[src/rtl/uart_rx_fifo.sv]
// uart_rx_fifo: parameterised UART receiver with a receive FIFO.
//   Serial frames on rx (start, DATA_BITS data LSB first, optional parity,
//   STOP_BITS stop bits) are sampled mid-bit. Good characters are pushed
//   into a FIFO. Bad characters set sticky error flags instead.
// Ports:
//   clk, rst        clock, synchronous active-high reset
//   bc              bit period minus one, in clk cycles (>= 3)
//   rx              asynchronous serial input, idle high
//   rd_vld/rd_data  FIFO head; popped when rd_vld & rd_rdy
//   rd_rdy          consumer ready
//   count, full     FIFO occupancy
//   term_hit        one-cycle pulse when a good TERM_CHAR is received
//   frame_err, parity_err, overrun  sticky flags, cleared by err_clr
module uart_rx_fifo #(
  parameter int          DATA_BITS  = 8,
  parameter int          PARITY     = 0,
  parameter int          STOP_BITS  = 1,
  parameter int          FIFO_DEPTH = 8,
  parameter int          TERM_EN    = 1,
  parameter logic [7:0]  TERM_CHAR  = 8'h10,
  localparam int         CW         = $clog2(FIFO_DEPTH + 1)
) (
  input  logic                 clk,
  input  logic                 rst,
  input  logic [15:0]          bc,
  input  logic                 rx,
  output logic                 rd_vld,
  output logic [DATA_BITS-1:0] rd_data,
  input  logic                 rd_rdy,
  output logic [CW-1:0]        count,
  output logic                 full,
  output logic                 term_hit,
  output logic                 frame_err,
  output logic                 parity_err,
  output logic                 overrun,
  input  logic                 err_clr
);
  localparam int AW = $clog2(FIFO_DEPTH);

  typedef enum logic [2:0] {IDLE, START, DATA, PAR, STOP, BRK} state_t;

  // ---------------------------------------------------------------
  // Synchroniser plus one extra flop for falling-edge detection
  // ---------------------------------------------------------------
  logic rx_meta, rxs, rxs_d;

  always_ff @(posedge clk) begin
    if (rst) begin
      rx_meta <= 1'b1;
      rxs     <= 1'b1;
      rxs_d   <= 1'b1;
    end else begin
      rx_meta <= rx;
      rxs     <= rx_meta;
      rxs_d   <= rxs;
    end
  end

  // (bc+1)>>1 without a 17-bit intermediate
  logic [15:0] p_half;
  assign p_half = (bc >> 1) + {15'd0, bc[0]};

  // ---------------------------------------------------------------
  // Receive FSM
  // ---------------------------------------------------------------
  state_t               state_q, state_d;
  logic [15:0]          cnt_q, cnt_d;
  logic [2:0]           bit_q, bit_d;
  logic [DATA_BITS-1:0] sh_q, sh_d;
  logic                 bpar_q, bpar_d;
  logic                 bfrm_q, bfrm_d;
  logic                 push_d, term_d, fe_set, pe_set;
  logic                 push_q;
  logic                 tick, frm;

  assign tick = (cnt_q == 16'd0);

  always_comb begin
    state_d = state_q;
    cnt_d   = cnt_q;
    bit_d   = bit_q;
    sh_d    = sh_q;
    bpar_d  = bpar_q;
    bfrm_d  = bfrm_q;
    push_d  = 1'b0;
    term_d  = 1'b0;
    fe_set  = 1'b0;
    pe_set  = 1'b0;
    frm     = bfrm_q | ~rxs;
    // every timed state counts down and reloads a full period at expiry
    if (state_q != IDLE && state_q != BRK) begin
      cnt_d = tick ? bc : cnt_q - 16'd1;
    end
    case (state_q)
      IDLE: begin
        if (rxs_d && !rxs) begin
          state_d = START;
          cnt_d   = p_half;
          bit_d   = 3'd0;
          bpar_d  = 1'b0;
          bfrm_d  = 1'b0;
        end
      end
      START: begin
        if (tick) state_d = rxs ? IDLE : DATA;  // high at mid-start = glitch
      end
      DATA: begin
        if (tick) begin
          sh_d = {rxs, sh_q[DATA_BITS-1:1]};
          if (bit_q == 3'(DATA_BITS - 1)) begin
            bit_d   = 3'd0;
            state_d = (PARITY != 0) ? PAR : STOP;
          end else begin
            bit_d = bit_q + 3'd1;
          end
        end
      end
      PAR: begin
        if (tick) begin
          // xor over data+parity must be 0 for even, 1 for odd
          bpar_d  = (^sh_q) ^ rxs ^ (PARITY == 2);
          state_d = STOP;
        end
      end
      STOP: begin
        if (tick) begin
          bfrm_d = frm;
          if (bit_q == 3'(STOP_BITS - 1)) begin
            state_d = IDLE;
            if (frm) begin
              fe_set = 1'b1;
              if (sh_q == '0) state_d = BRK;  // line held low: break
            end else if (bpar_q) begin
              pe_set = 1'b1;
            end else begin
              push_d = 1'b1;
              term_d = (TERM_EN != 0) && (sh_q == TERM_CHAR[DATA_BITS-1:0]);
            end
          end else begin
            bit_d = bit_q + 3'd1;
          end
        end
      end
      BRK: begin
        if (rxs) state_d = IDLE;
      end
      default: state_d = IDLE;
    endcase
  end

  always_ff @(posedge clk) begin
    if (rst) begin
      state_q  <= IDLE;
      cnt_q    <= '0;
      bit_q    <= '0;
      sh_q     <= '0;
      bpar_q   <= 1'b0;
      bfrm_q   <= 1'b0;
      push_q   <= 1'b0;
      term_hit <= 1'b0;
    end else begin
      state_q  <= state_d;
      cnt_q    <= cnt_d;
      bit_q    <= bit_d;
      sh_q     <= sh_d;
      bpar_q   <= bpar_d;
      bfrm_q   <= bfrm_d;
      push_q   <= push_d;
      term_hit <= term_d;
    end
  end

  // ---------------------------------------------------------------
  // Receive FIFO. sh_q still holds the character during the push
  // cycle: the next DATA sample is at least a bit period away.
  // ---------------------------------------------------------------
  logic [DATA_BITS-1:0] mem [FIFO_DEPTH];
  logic [AW-1:0]        wr_ptr, rd_ptr;
  logic                 do_push, do_pop, ov_set;

  assign rd_vld  = (count != '0);
  assign full    = (count == CW'(FIFO_DEPTH));
  assign rd_data = mem[rd_ptr];
  assign do_pop  = rd_vld & rd_rdy;
  // a same-cycle pop frees the slot a full FIFO needs
  assign do_push = push_q & (~full | do_pop);
  assign ov_set  = push_q & full & ~do_pop;

  always_ff @(posedge clk) begin
    if (rst) begin
      for (int i = 0; i < FIFO_DEPTH; i++) mem[i] <= '0;
      wr_ptr     <= '0;
      rd_ptr     <= '0;
      count      <= '0;
      frame_err  <= 1'b0;
      parity_err <= 1'b0;
      overrun    <= 1'b0;
    end else begin
      if (do_push) begin
        mem[wr_ptr] <= sh_q;
        wr_ptr      <= wr_ptr + AW'(1);
      end
      if (do_pop) rd_ptr <= rd_ptr + AW'(1);
      case ({do_push, do_pop})
        2'b10:   count <= count + CW'(1);
        2'b01:   count <= count - CW'(1);
        default: count <= count;
      endcase
      // a new error in the clear cycle wins
      frame_err  <= fe_set | (frame_err  & ~err_clr);
      parity_err <= pe_set | (parity_err & ~err_clr);
      overrun    <= ov_set | (overrun    & ~err_clr);
    end
  end
endmodule
[config.mk]
export PLATFORM = sky130hd
export DESIGN_NAME = uart_rx_fifo
export DESIGN_NICKNAME = d
export VERILOG_FILES = /design/src/rtl/uart_rx_fifo.sv
export SDC_FILE = /design/constraint.sdc
export NUM_CORES = 1
export LEC_CHECK = 0
export ABC_AREA = 1
export BUFFER_PORTS_ARGS = -buffer_cell sky130_fd_sc_hd__buf_4
export CAP_MARGIN = 20
export CORE_ASPECT_RATIO = 0.9
export CORE_MARGIN = 5
export CORE_UTILIZATION = 65
export CTS_CLUSTER_SIZE = 40
export DETAILED_ROUTE_END_ITERATION = 6
export PLACE_DENSITY = 0.92
export SETUP_SLACK_MARGIN = 0.3
export SLEW_MARGIN = 20
export SYNTH_ARGS = -nofsm -noshare
export SYNTH_HDL_FRONTEND = slang
export SYNTH_SLANG_ARGS = --single-unit
[constraint.sdc]
create_clock -name clk -period 3 [get_ports clk]
set_input_delay 0.3 -clock clk [delete_from_list [all_inputs] [get_ports clk]]
set_output_delay 0.3 -clock clk [all_outputs]
set_load 0.01 [all_outputs]
==> results of run 1 <==
-- cell families after synthesis --
logic type	Yosys count	share of synthesized area
adders and majority gates	17	0.0348
AOI/OAI and AO/OA	146	0.126
buffers and inverters	107	0.0682
and+or+nand+nor	401	0.284
DFF	117	0.471
xor gates and xnor gates	11	0.0152
-- worst max-delay path by stage --
stage,start,cells after the start,slack (ns),end
after floorplan,count[3]$_SDFFE_PP0P_,13,1.15,count[3]$_SDFFE_PP0P_
after global placement,count[3]$_SDFFE_PP0P_,8,1.03,mem[5][3]$_SDFFCE_PN0P_
after detailed placement,flop,7,0.87,rd_data[0]
after CTS,flop,7,0.32,rd_data[0]
after global routing,flop,5,0.33,rd_data[0]
final,flop,5,0.42,rd_data[0]
-- stage by stage --
stage               instances  setup slack (ns)
detailed placement        943             0.872
finish                    977             0.420
CTS                       976             0.324
global route              977             0.329
floorplan                 799              1.15
global placement          943              1.03
-- flip-flops by register name, indices dropped and copies added (netlist names), 3 cells and up, named ones only --
register and flops:
rd_ptr 3, cnt_q 16, sh_q 8, wr_ptr 3
state_q 3, bit_q 3, mem 64, count 4
-- final cells by class --
class                           count  area, µm²  area share
Timing Repair inverter              1       7.51     0.00103
Timing Repair Buffer               41        310      0.0427
Clock inverter                     12        103      0.0141
Multi-Input combinational cell    575       2920       0.402
Clock buffer                       20        457      0.0629
Sequential cell                   117       2980       0.411
Inverter                           85        325      0.0448
Tap cell                          126        158      0.0217
-- power by group --
group / internal (mW) / total (mW) / leakage, nW / switching, mW
registers: 1.89 / 2.13 / 1.09 / 0.234
clock network: 1.16 / 1.90 / 0.276 / 0.735
logic: 1.02 / 3.03 / 1.69 / 2.01
total: 4.08 / 7.05 / 3.06 / 2.97
-- cells in the final DEF (no fill, tap or decap), types with 2 or more instances in the layout --
cell,netlist,layout
sky130_fd_sc_hd__inv_4,1,2
sky130_fd_sc_hd__xor2_1,6,6
sky130_fd_sc_hd__o211ai_2,3,3
sky130_fd_sc_hd__or2_2,2,2
sky130_fd_sc_hd__nor2_2,6,6
sky130_fd_sc_hd__a31oi_1,9,9
sky130_fd_sc_hd__nand3b_1,3,3
sky130_fd_sc_hd__nand3_1,41,41
sky130_fd_sc_hd__dfxtp_1,53,53
sky130_fd_sc_hd__clkinvlp_4,0,4
sky130_fd_sc_hd__a21oi_1,40,40
sky130_fd_sc_hd__o211ai_1,3,3
sky130_fd_sc_hd__nor2_1,179,179
sky130_fd_sc_hd__nand2_2,9,9
sky130_fd_sc_hd__clkinv_2,0,5
sky130_fd_sc_hd__nand2_1,124,124
sky130_fd_sc_hd__nand3_2,9,9
sky130_fd_sc_hd__clkinv_4,0,3
sky130_fd_sc_hd__nor3_1,8,8
sky130_fd_sc_hd__buf_4,2,40
sky130_fd_sc_hd__nand4_1,6,6
sky130_fd_sc_hd__o21ai_1,5,5
sky130_fd_sc_hd__o22ai_1,10,10
sky130_fd_sc_hd__ha_1,16,16
sky130_fd_sc_hd__a21oi_2,2,2
sky130_fd_sc_hd__inv_1,64,63
sky130_fd_sc_hd__nand2_4,4,4
sky130_fd_sc_hd__nor2_4,5,5
sky130_fd_sc_hd__clkbuf_8,0,2
sky130_fd_sc_hd__edfxtp_1,64,64
sky130_fd_sc_hd__clkbuf_16,0,17
sky130_fd_sc_hd__xnor2_1,5,5
sky130_fd_sc_hd__inv_2,19,19
sky130_fd_sc_hd__o21ai_0,71,71
-- worst register-to-register path, cell delays in order, from the launching register on --
cell                      delay, ns
sky130_fd_sc_hd__dfxtp_1       0.39
sky130_fd_sc_hd__inv_1         0.10
sky130_fd_sc_hd__nand3_2       0.11
sky130_fd_sc_hd__nand2_2       0.11
sky130_fd_sc_hd__nand2_1       0.12
sky130_fd_sc_hd__nand2_4       0.10
sky130_fd_sc_hd__nor3_4        0.30
sky130_fd_sc_hd__nand2_2       0.24
sky130_fd_sc_hd__nand2_1       0.37
-- what timing repair did --
action,CTS,global route
gates cloned,0,1
hold buffers,1,0
endpoints found under the hold margin,1,0
resized for setup,1,1
setup endpoints to repair,1,8
-- routing by layer --
| metal | vias to the layer above | GRT usage | share of wire |
|---|---|---|---|
| li1 | 2734 | - | - |
| met1 | 2795 | 0.423 | 0.39 |
| met2 | 476 | 0.467 | 0.46 |
| met3 | 74 | 0.0659 | 0.12 |
| met4 | 0 | 0.106 | 0.032 |
| met5 | - | 0 | 0 |
==> tab_implementation.tex, run 1 <==
\begin{tabular}{lr}
\hline
Metric & Value \\
\hline
\multicolumn{2}{l}{\textbf{Logic synthesis}} \\
\quad Number of flops mapped to enable cells by yosys & 64 \\
\quad Area share of the largest cell type after synthesis & 0.304 \\
\quad Cell with the most instances after synthesis & sky130\_fd\_sc\_hd\_\_nor2\_1 \\
\quad Number of synthesized register bits & 117 \\
\quad Yosys cell types & 43 \\
\quad Share of synthesized registers carrying an async set or reset & 0 \\
\quad Warning count from the yosys run & 0 \\
\quad Sequential-to-total area share from yosys stat & 0.471 \\
\quad Number of instances in the synthesized netlist & 799 \\
\quad Net count after synthesis & 837 \\
\quad Prevailing post-synth register cell & sky130\_fd\_sc\_hd\_\_edfxtp\_1 \\
\quad Mean cell area of the mapped netlist & 7.92 µm² \\
\quad Most common library cells after synthesis & sky130\_fd\_sc\_hd\_\_nor2\_1 (179), sky130\_fd\_sc\_hd\_\_nand2\_1 (124), sky130\_fd\_sc\_hd\_\_o21ai\_0 (71), sky130\_fd\_sc\_hd\_\_edfxtp\_1 (64), sky130\_fd\_sc\_hd\_\_inv\_1 (64) \\
\quad Leading cell types by total area after synthesis & sky130\_fd\_sc\_hd\_\_edfxtp\_1 (30\%), sky130\_fd\_sc\_hd\_\_dfxtp\_1 (17\%), sky130\_fd\_sc\_hd\_\_nor2\_1 (11\%) \\
\quad Post-Syn Area & 6330 µm² \\
\quad Largest area contributor in the synthesized netlist & sky130\_fd\_sc\_hd\_\_edfxtp\_1 \\
\multicolumn{2}{l}{\textbf{Finish}} \\
\quad Number of filler instances in the final layout & 634 \\
\quad Fraction of layout instances using a drive strength above 1 & 0.159 \\
\quad Post-route standard cell area excluding fillers & 7260 µm² \\
\quad Layout Area Growth over Synthesis & 14.7\% \\
\quad Ant. Diodes & 0 \\
\quad Final core utilization & 0.755 \\
\quad Nets & 876 \\
\multicolumn{2}{l}{\textbf{GRT}} \\
\quad Global-route wire length before repair & 28.3 mm \\
\quad Largest net degree at the start of global routing & 34 \\
\quad Number of global-route vias before repair & 5632 \\
\quad Sum of overflow across all layers after global routing & 0 \\
\quad All-layer global routing usage & 0.303 \\
\quad Number of antenna violations at the first check in global routing & 0 \\
\multicolumn{2}{l}{\textbf{Setup path}} \\
\quad Register-to-register path setup slack & 0.80 ns \\
\quad Critical path buffers and inverters & 2 \\
\quad Max incr delay on CP & 0.64 ns \\
\quad Dominant delay contributor by cell family on the critical path & flip-flops \\
\quad Largest fanout on the critical path & 17 \\
\quad CP Class & flop to primary output \\
\quad Beginning of the worst register-to-register path & count[3]\$\_SDFFE\_PP0P\_ \\
\quad Cell with the largest stage delay on the worst path & sky130\_fd\_sc\_hd\_\_dfxtp\_1 \\
\quad Worst endpoint data arrival time & 2.28 ns \\
\quad Startpoint type of the worst setup path & flop \\
\quad Worst r2r dst & mem[5][2]\$\_SDFFCE\_PN0P\_ \\
\quad Endpoint kind of the worst setup timing path & primary output \\
\quad Cell-by-cell trace of the critical path & inv\_1 > nor2\_1 > o21ai\_0 > a31oi\_1 > buf\_4 \\
\quad Path depth of the worst reg2reg path & 8 \\
\quad CP required & 2.70 ns \\
\multicolumn{2}{l}{\textbf{Power and ir drop}} \\
\quad Static power due to leakage & 3.06 nW \\
\quad Peak ir drop on the vdd network & 0.610 mV \\
\quad Tot Pwr & 7.05 mW \\
\quad Total power density per cell area & 971 nW/µm² \\
\multicolumn{2}{l}{\textbf{STA}} \\
\quad Clock tree skew after final layout & 0.0116 ns \\
\quad Setup repair after global routing missed its margin & no \\
\quad Final critical-path share of the clock period & 0.860 \\
\quad Maximum clock frequency & 388 MHz \\
\quad Finish-stage setup viols & 0 \\
\quad Worst hold margin & 0.108 ns \\
\quad Headroom to the max-slew limit & 0.482 \\
\quad Slew at the pin with the worst max-slew slack & 0.776 ns \\
\quad Final count of pins violating max slew & 0 \\
\quad Final Hold Vio Count & 0 \\
\quad Setup tns final & 0 ns \\
\quad Time the worst path needs with I/O delays and setup & 2.58 ns \\
\multicolumn{2}{l}{\textbf{Worst hold path}} \\
\quad Worst hold path endpoint & cnt\_q[11]\$\_SDFF\_PP0\_ \\
\quad Worst hold path startpoint & bc[12] \\
\quad Min-Delay Path Class & input pin to flop \\
\quad Count of cells along the worst hold path & 4 \\
\multicolumn{2}{l}{\textbf{Routing}} \\
\quad Total Routed Length & 17.7 mm \\
\quad DRC violations left & 0 \\
\quad Starting DRC count in detailed routing & 918 \\
\quad Final routed wire length divided by cell count & 18.1 µm \\
\quad Number of detailed-route iterations in the first pass & 6 \\
\quad Antenna viol nets, final & 0 \\
\quad Detailed-route via count & 6079 \\
\quad Mean number of vias per cell & 6.22 \\
\multicolumn{2}{l}{\textbf{Floorplanning}} \\
\quad Die Y & 104 µm \\
\quad Die ar. & 11800 µm² \\
\quad Die Width & 114 µm \\
\quad Number of primary I/O pins & 39 \\
\quad Effective utilization at floorplan & 0.659 \\
\quad Area of the core & 9610 µm² \\
\quad Number of core rows & 34 \\
\multicolumn{2}{l}{\textbf{Clock network}} \\
\quad Sinks on the clock net & 117 \\
\quad Clock transition at the register clock pins on the worst setup and hold paths after CTS & 0.06 ns \\
\quad Max Root-Sink Buffers & 2 \\
\quad CTS root buf & sky130\_fd\_sc\_hd\_\_clkbuf\_8 \\
\quad Number of buffers added by the clock tree synthesis step & 17 \\
\quad Worst-skew pair later-pin latency & 0.53 ns \\
\quad Number of buffers inserted to repair setup after CTS & 0 \\
\quad Clock tree from TritonCTS & yes \\
\quad Clock H-tree levels & 4 \\
\multicolumn{2}{l}{\textbf{Placed design}} \\
\quad Last weighted congestion value of the routability-driven placer & 0.996 \\
\quad Post-DP Area & 6680 µm² \\
\quad Buffers on Ports & 38 \\
\quad Half-perimeter wire length after detailed placement & 11.8 mm \\
\multicolumn{2}{l}{\textbf{Status}} \\
\quad Outcome & finished, final reports clean \\
\multicolumn{2}{l}{\textbf{Flow run}} \\
\quad Max-cap violation count & 0 \\
\hline
\end{tabular}
No activity file was read; power rests on OpenSTA's default activity.
==> run 2: changes to the inputs <==
--- a/config.mk
+++ b/config.mk
@@ -7,13 +7,13 @@
 export LEC_CHECK = 0
 export ABC_AREA = 1
 export BUFFER_PORTS_ARGS = -buffer_cell sky130_fd_sc_hd__buf_4
-export CAP_MARGIN = 20
 export CORE_ASPECT_RATIO = 0.9
 export CORE_MARGIN = 5
 export CORE_UTILIZATION = 65
 export CTS_CLUSTER_SIZE = 40
 export DETAILED_ROUTE_END_ITERATION = 6
 export PLACE_DENSITY = 0.92
+export REMOVE_ABC_BUFFERS = 1
 export SETUP_SLACK_MARGIN = 0.3
 export SLEW_MARGIN = 20
 export SYNTH_ARGS = -nofsm -noshare
==> tab_implementation.tex, run 2 (synthesis gave the netlist of run 1 again) <==
\begin{tabular}{lr}
\hline
Metric & Value \\
\hline
\multicolumn{2}{l}{\textbf{Finish}} \\
\quad Layout Area Growth over Synthesis & 14.9\% \\
\quad Regs by FF count & mem x64, cnt\_q x16, sh\_q x8 \\
\quad Most frequent cells in the layout & sky130\_fd\_sc\_hd\_\_nor2\_1 (179), sky130\_fd\_sc\_hd\_\_nand2\_1 (124), sky130\_fd\_sc\_hd\_\_o21ai\_0 (71) \\
\quad Nets & 877 (+0.11\%) \\
\quad Ant. Diodes & 0 (unchanged) \\
\quad Fraction of layout instances using a drive strength above 1 & 0.160 (+0.000988) \\
\quad Largest register by flop count & mem \\
\quad Max reg flops & 64 (unchanged) \\
\quad Leading cell type in the layout, fill and taps excluded & sky130\_fd\_sc\_hd\_\_nor2\_1 \\
\multicolumn{2}{l}{\textbf{STA}} \\
\quad Clock tree skew after final layout & 0.00950 ns (-0.00207 ns) \\
\quad Final count of pins violating max slew & 0 (unchanged) \\
\quad Setup repair after global routing missed its margin & no \\
\quad Headroom to the max-slew limit & 0.648 (+0.166) \\
\quad Finish-stage setup viols & 0 (unchanged) \\
\quad Final critical-path share of the clock period & 0.835 (-0.0254) \\
\quad Setup tns final & 0 ns (unchanged) \\
\quad Time the worst path needs with I/O delays and setup & 2.50 ns (-0.0761 ns) \\
\quad Min setup slack post-route & 0.496 ns (+0.0761 ns) \\
\quad Maximum clock frequency & 399 MHz (+3.0\%) \\
\quad Slew at the pin with the worst max-slew slack & 0.527 ns (-0.250 ns) \\
\quad Final Hold Vio Count & 0 (unchanged) \\
\multicolumn{2}{l}{\textbf{Routing}} \\
\quad Starting DRC count in detailed routing & 693 (-25\%) \\
\quad Antenna viol nets, final & 0 (unchanged) \\
\quad Detailed-route via count & 5967 (-1.8\%) \\
\quad Number of detailed-route iterations in the first pass & 6 (unchanged) \\
\quad DRC violations left & 0 (unchanged) \\
\quad Final routed wire length divided by cell count & 17.2 µm (-4.8\%) \\
\quad Total Routed Length & 16.8 mm (-4.7\%) \\
\quad Mean number of vias per cell & 6.10 (-1.9\%) \\
\multicolumn{2}{l}{\textbf{Clock network}} \\
\quad Max Root-Sink Buffers & 2 (unchanged) \\
\quad CTS root buf & sky130\_fd\_sc\_hd\_\_clkbuf\_8 \\
\quad Clock transition at the register clock pins on the worst setup and hold paths after CTS & 0.06 ns (about the same) \\
\quad Worst-skew pair later-pin latency & 0.53 ns (about the same) \\
\quad Clock H-tree levels & 4 (unchanged) \\
\quad Clock tree from TritonCTS & yes \\
\quad Sinks on the clock net & 117 (unchanged) \\
\quad Number of buffers added by the clock tree synthesis step & 17 (unchanged) \\
\multicolumn{2}{l}{\textbf{GRT}} \\
\quad Global-route wire length before repair & 27.5 mm (-2.8\%) \\
\quad Largest net degree at the start of global routing & 33 (-2.9\%) \\
\quad Number of antenna violations at the first check in global routing & 0 (unchanged) \\
\quad Number of global-route vias before repair & 5744 (+2.0\%) \\
\quad Sum of overflow across all layers after global routing & 0 (unchanged) \\
\quad All-layer global routing usage & 0.291 (-0.0118) \\
\multicolumn{2}{l}{\textbf{Flow run}} \\
\quad Max-cap violation count & 0 (unchanged) \\
\multicolumn{2}{l}{\textbf{Power and ir drop}} \\
\quad Static power due to leakage & 3.07 nW (+0.21\%) \\
\quad Total power density per cell area & 972 nW/µm² (about the same) \\
\quad Peak ir drop on the vdd network & 0.535 mV (-12\%) \\
\multicolumn{2}{l}{\textbf{Floorplanning}} \\
\quad Area of the core & 9610 µm² (unchanged) \\
\quad Die Y & 104 µm (unchanged) \\
\quad Die ar. & 11800 µm² (unchanged) \\
\quad Die Width & 114 µm (unchanged) \\
\quad Number of primary I/O pins & 39 (unchanged) \\
\quad Effective utilization at floorplan & 0.659 (unchanged) \\
\quad Number of core rows & 34 (unchanged) \\
\multicolumn{2}{l}{\textbf{Setup path}} \\
\quad Cell seen most often among critical-path stages & sky130\_fd\_sc\_hd\_\_buf\_4 \\
\quad CP required & 2.70 ns (about the same) \\
\quad Endpoint kind of the worst setup timing path & primary output \\
\quad Cell-by-cell trace of the critical path & buf\_4 > inv\_1 > o21ai\_0 > o22ai\_1 > nor2\_1 > a31oi\_1 > buf\_4 \\
\quad Largest fanout on the critical path & 17 (unchanged) \\
\quad Max incr delay on CP & 0.38 ns (-0.26 ns) \\
\quad Register-to-register path setup slack & 0.88 ns (+0.08 ns) \\
\quad Cell with the largest stage delay on the worst path & sky130\_fd\_sc\_hd\_\_inv\_1 \\
\quad Worst endpoint data arrival time & 2.20 ns (-0.08 ns) \\
\quad Startpoint type of the worst setup path & flop \\
\quad CP Class & flop to primary output \\
\multicolumn{2}{l}{\textbf{Status}} \\
\quad Outcome & finished, final reports clean \\
\multicolumn{2}{l}{\textbf{Placed design}} \\
\quad Buffers on Ports & 38 (unchanged) \\
\quad Worst slack after detailed placement & 0.930 ns (+0.0574 ns) \\
\quad Half-perimeter wire length after detailed placement & 11.2 mm (-5.5\%) \\
\quad Last weighted congestion value of the routability-driven placer & 0.968 (-2.8\%) \\
\multicolumn{2}{l}{\textbf{Worst hold path}} \\
\quad Min-Delay Path Class & input pin to flop \\
\hline
\end{tabular}
run 2: path summary, 6_finish.rpt:
check / from / end / cells past startpoint
max reg2reg: count[3]$_SDFFE_PP0P_ / mem[1][7]$_SDFFCE_PN0P_ / 8
max: flop / rd_data[7] / 7
min reg2reg: rx_meta$_SDFF_PP1_ / rxs$_SDFF_PP1_ / 1
min: bc[7] / cnt_q[7]$_SDFF_PP0_ / 3
run 2: timing repair:
action | in CTS | in global routing
setup buffers | 0 | 0
gates resized for setup | 0 | 1
setup endpoints to repair | 0 | 1
endpoints found under the hold margin | 1 | 0
hold buffers | 1 | 0
run 2: layer usage:
metal	routed length, µm	vias to the layer above	track usage
met2	8260	383	0.479
met4	573	0	0.122
met5	0	-	0
met3	1790	73	0.0694
met1	6220	2776	0.366
li1	-	2735	-
run 2: power by group:
| group | internal (mW) | leakage, nW | switching (mW) |
|---|---|---|---|
| Clock | 1.19 | 0.272 | 0.777 |
| Combinational | 1.03 | 1.70 | 1.98 |
| Sequential | 1.89 | 1.09 | 0.209 |
| Total | 4.11 | 3.07 | 2.97 |
run 2: final cells by class:
cell class / instances / area (µm²)
fill: 625 / 2340
sequential: 117 / 2980
clock inverter: 14 / 150
multi-input combinational: 575 / 2920
inverter: 85 / 325
clock buffer: 18 / 418
tap: 126 / 158
timing repair buffer: 43 / 325
run 2: metrics by stage:
step	instance area, µm²	utilization	hold WS (ns)	instances	power (mW)
2_1_floorplan	6220	-	0.362	777	4.21
3_3_place_gp	6690	0.696	0.392	945	4.89
3_5_place_dp	6690	0.696	0.404	945	5.00
4_1_cts	7270	0.756	0.103	978	7.00
5_1_grt	7280	0.757	0.117	978	7.50
6_report	7280	0.757	0.116	978	7.07
run 2: critical path, delay by kind of cell (launching register included):
kind,cells,cell delay (ns)
buf+inv,3,0.72
compound gates,3,0.58
flops,1,0.31
simple gates,1,0.06
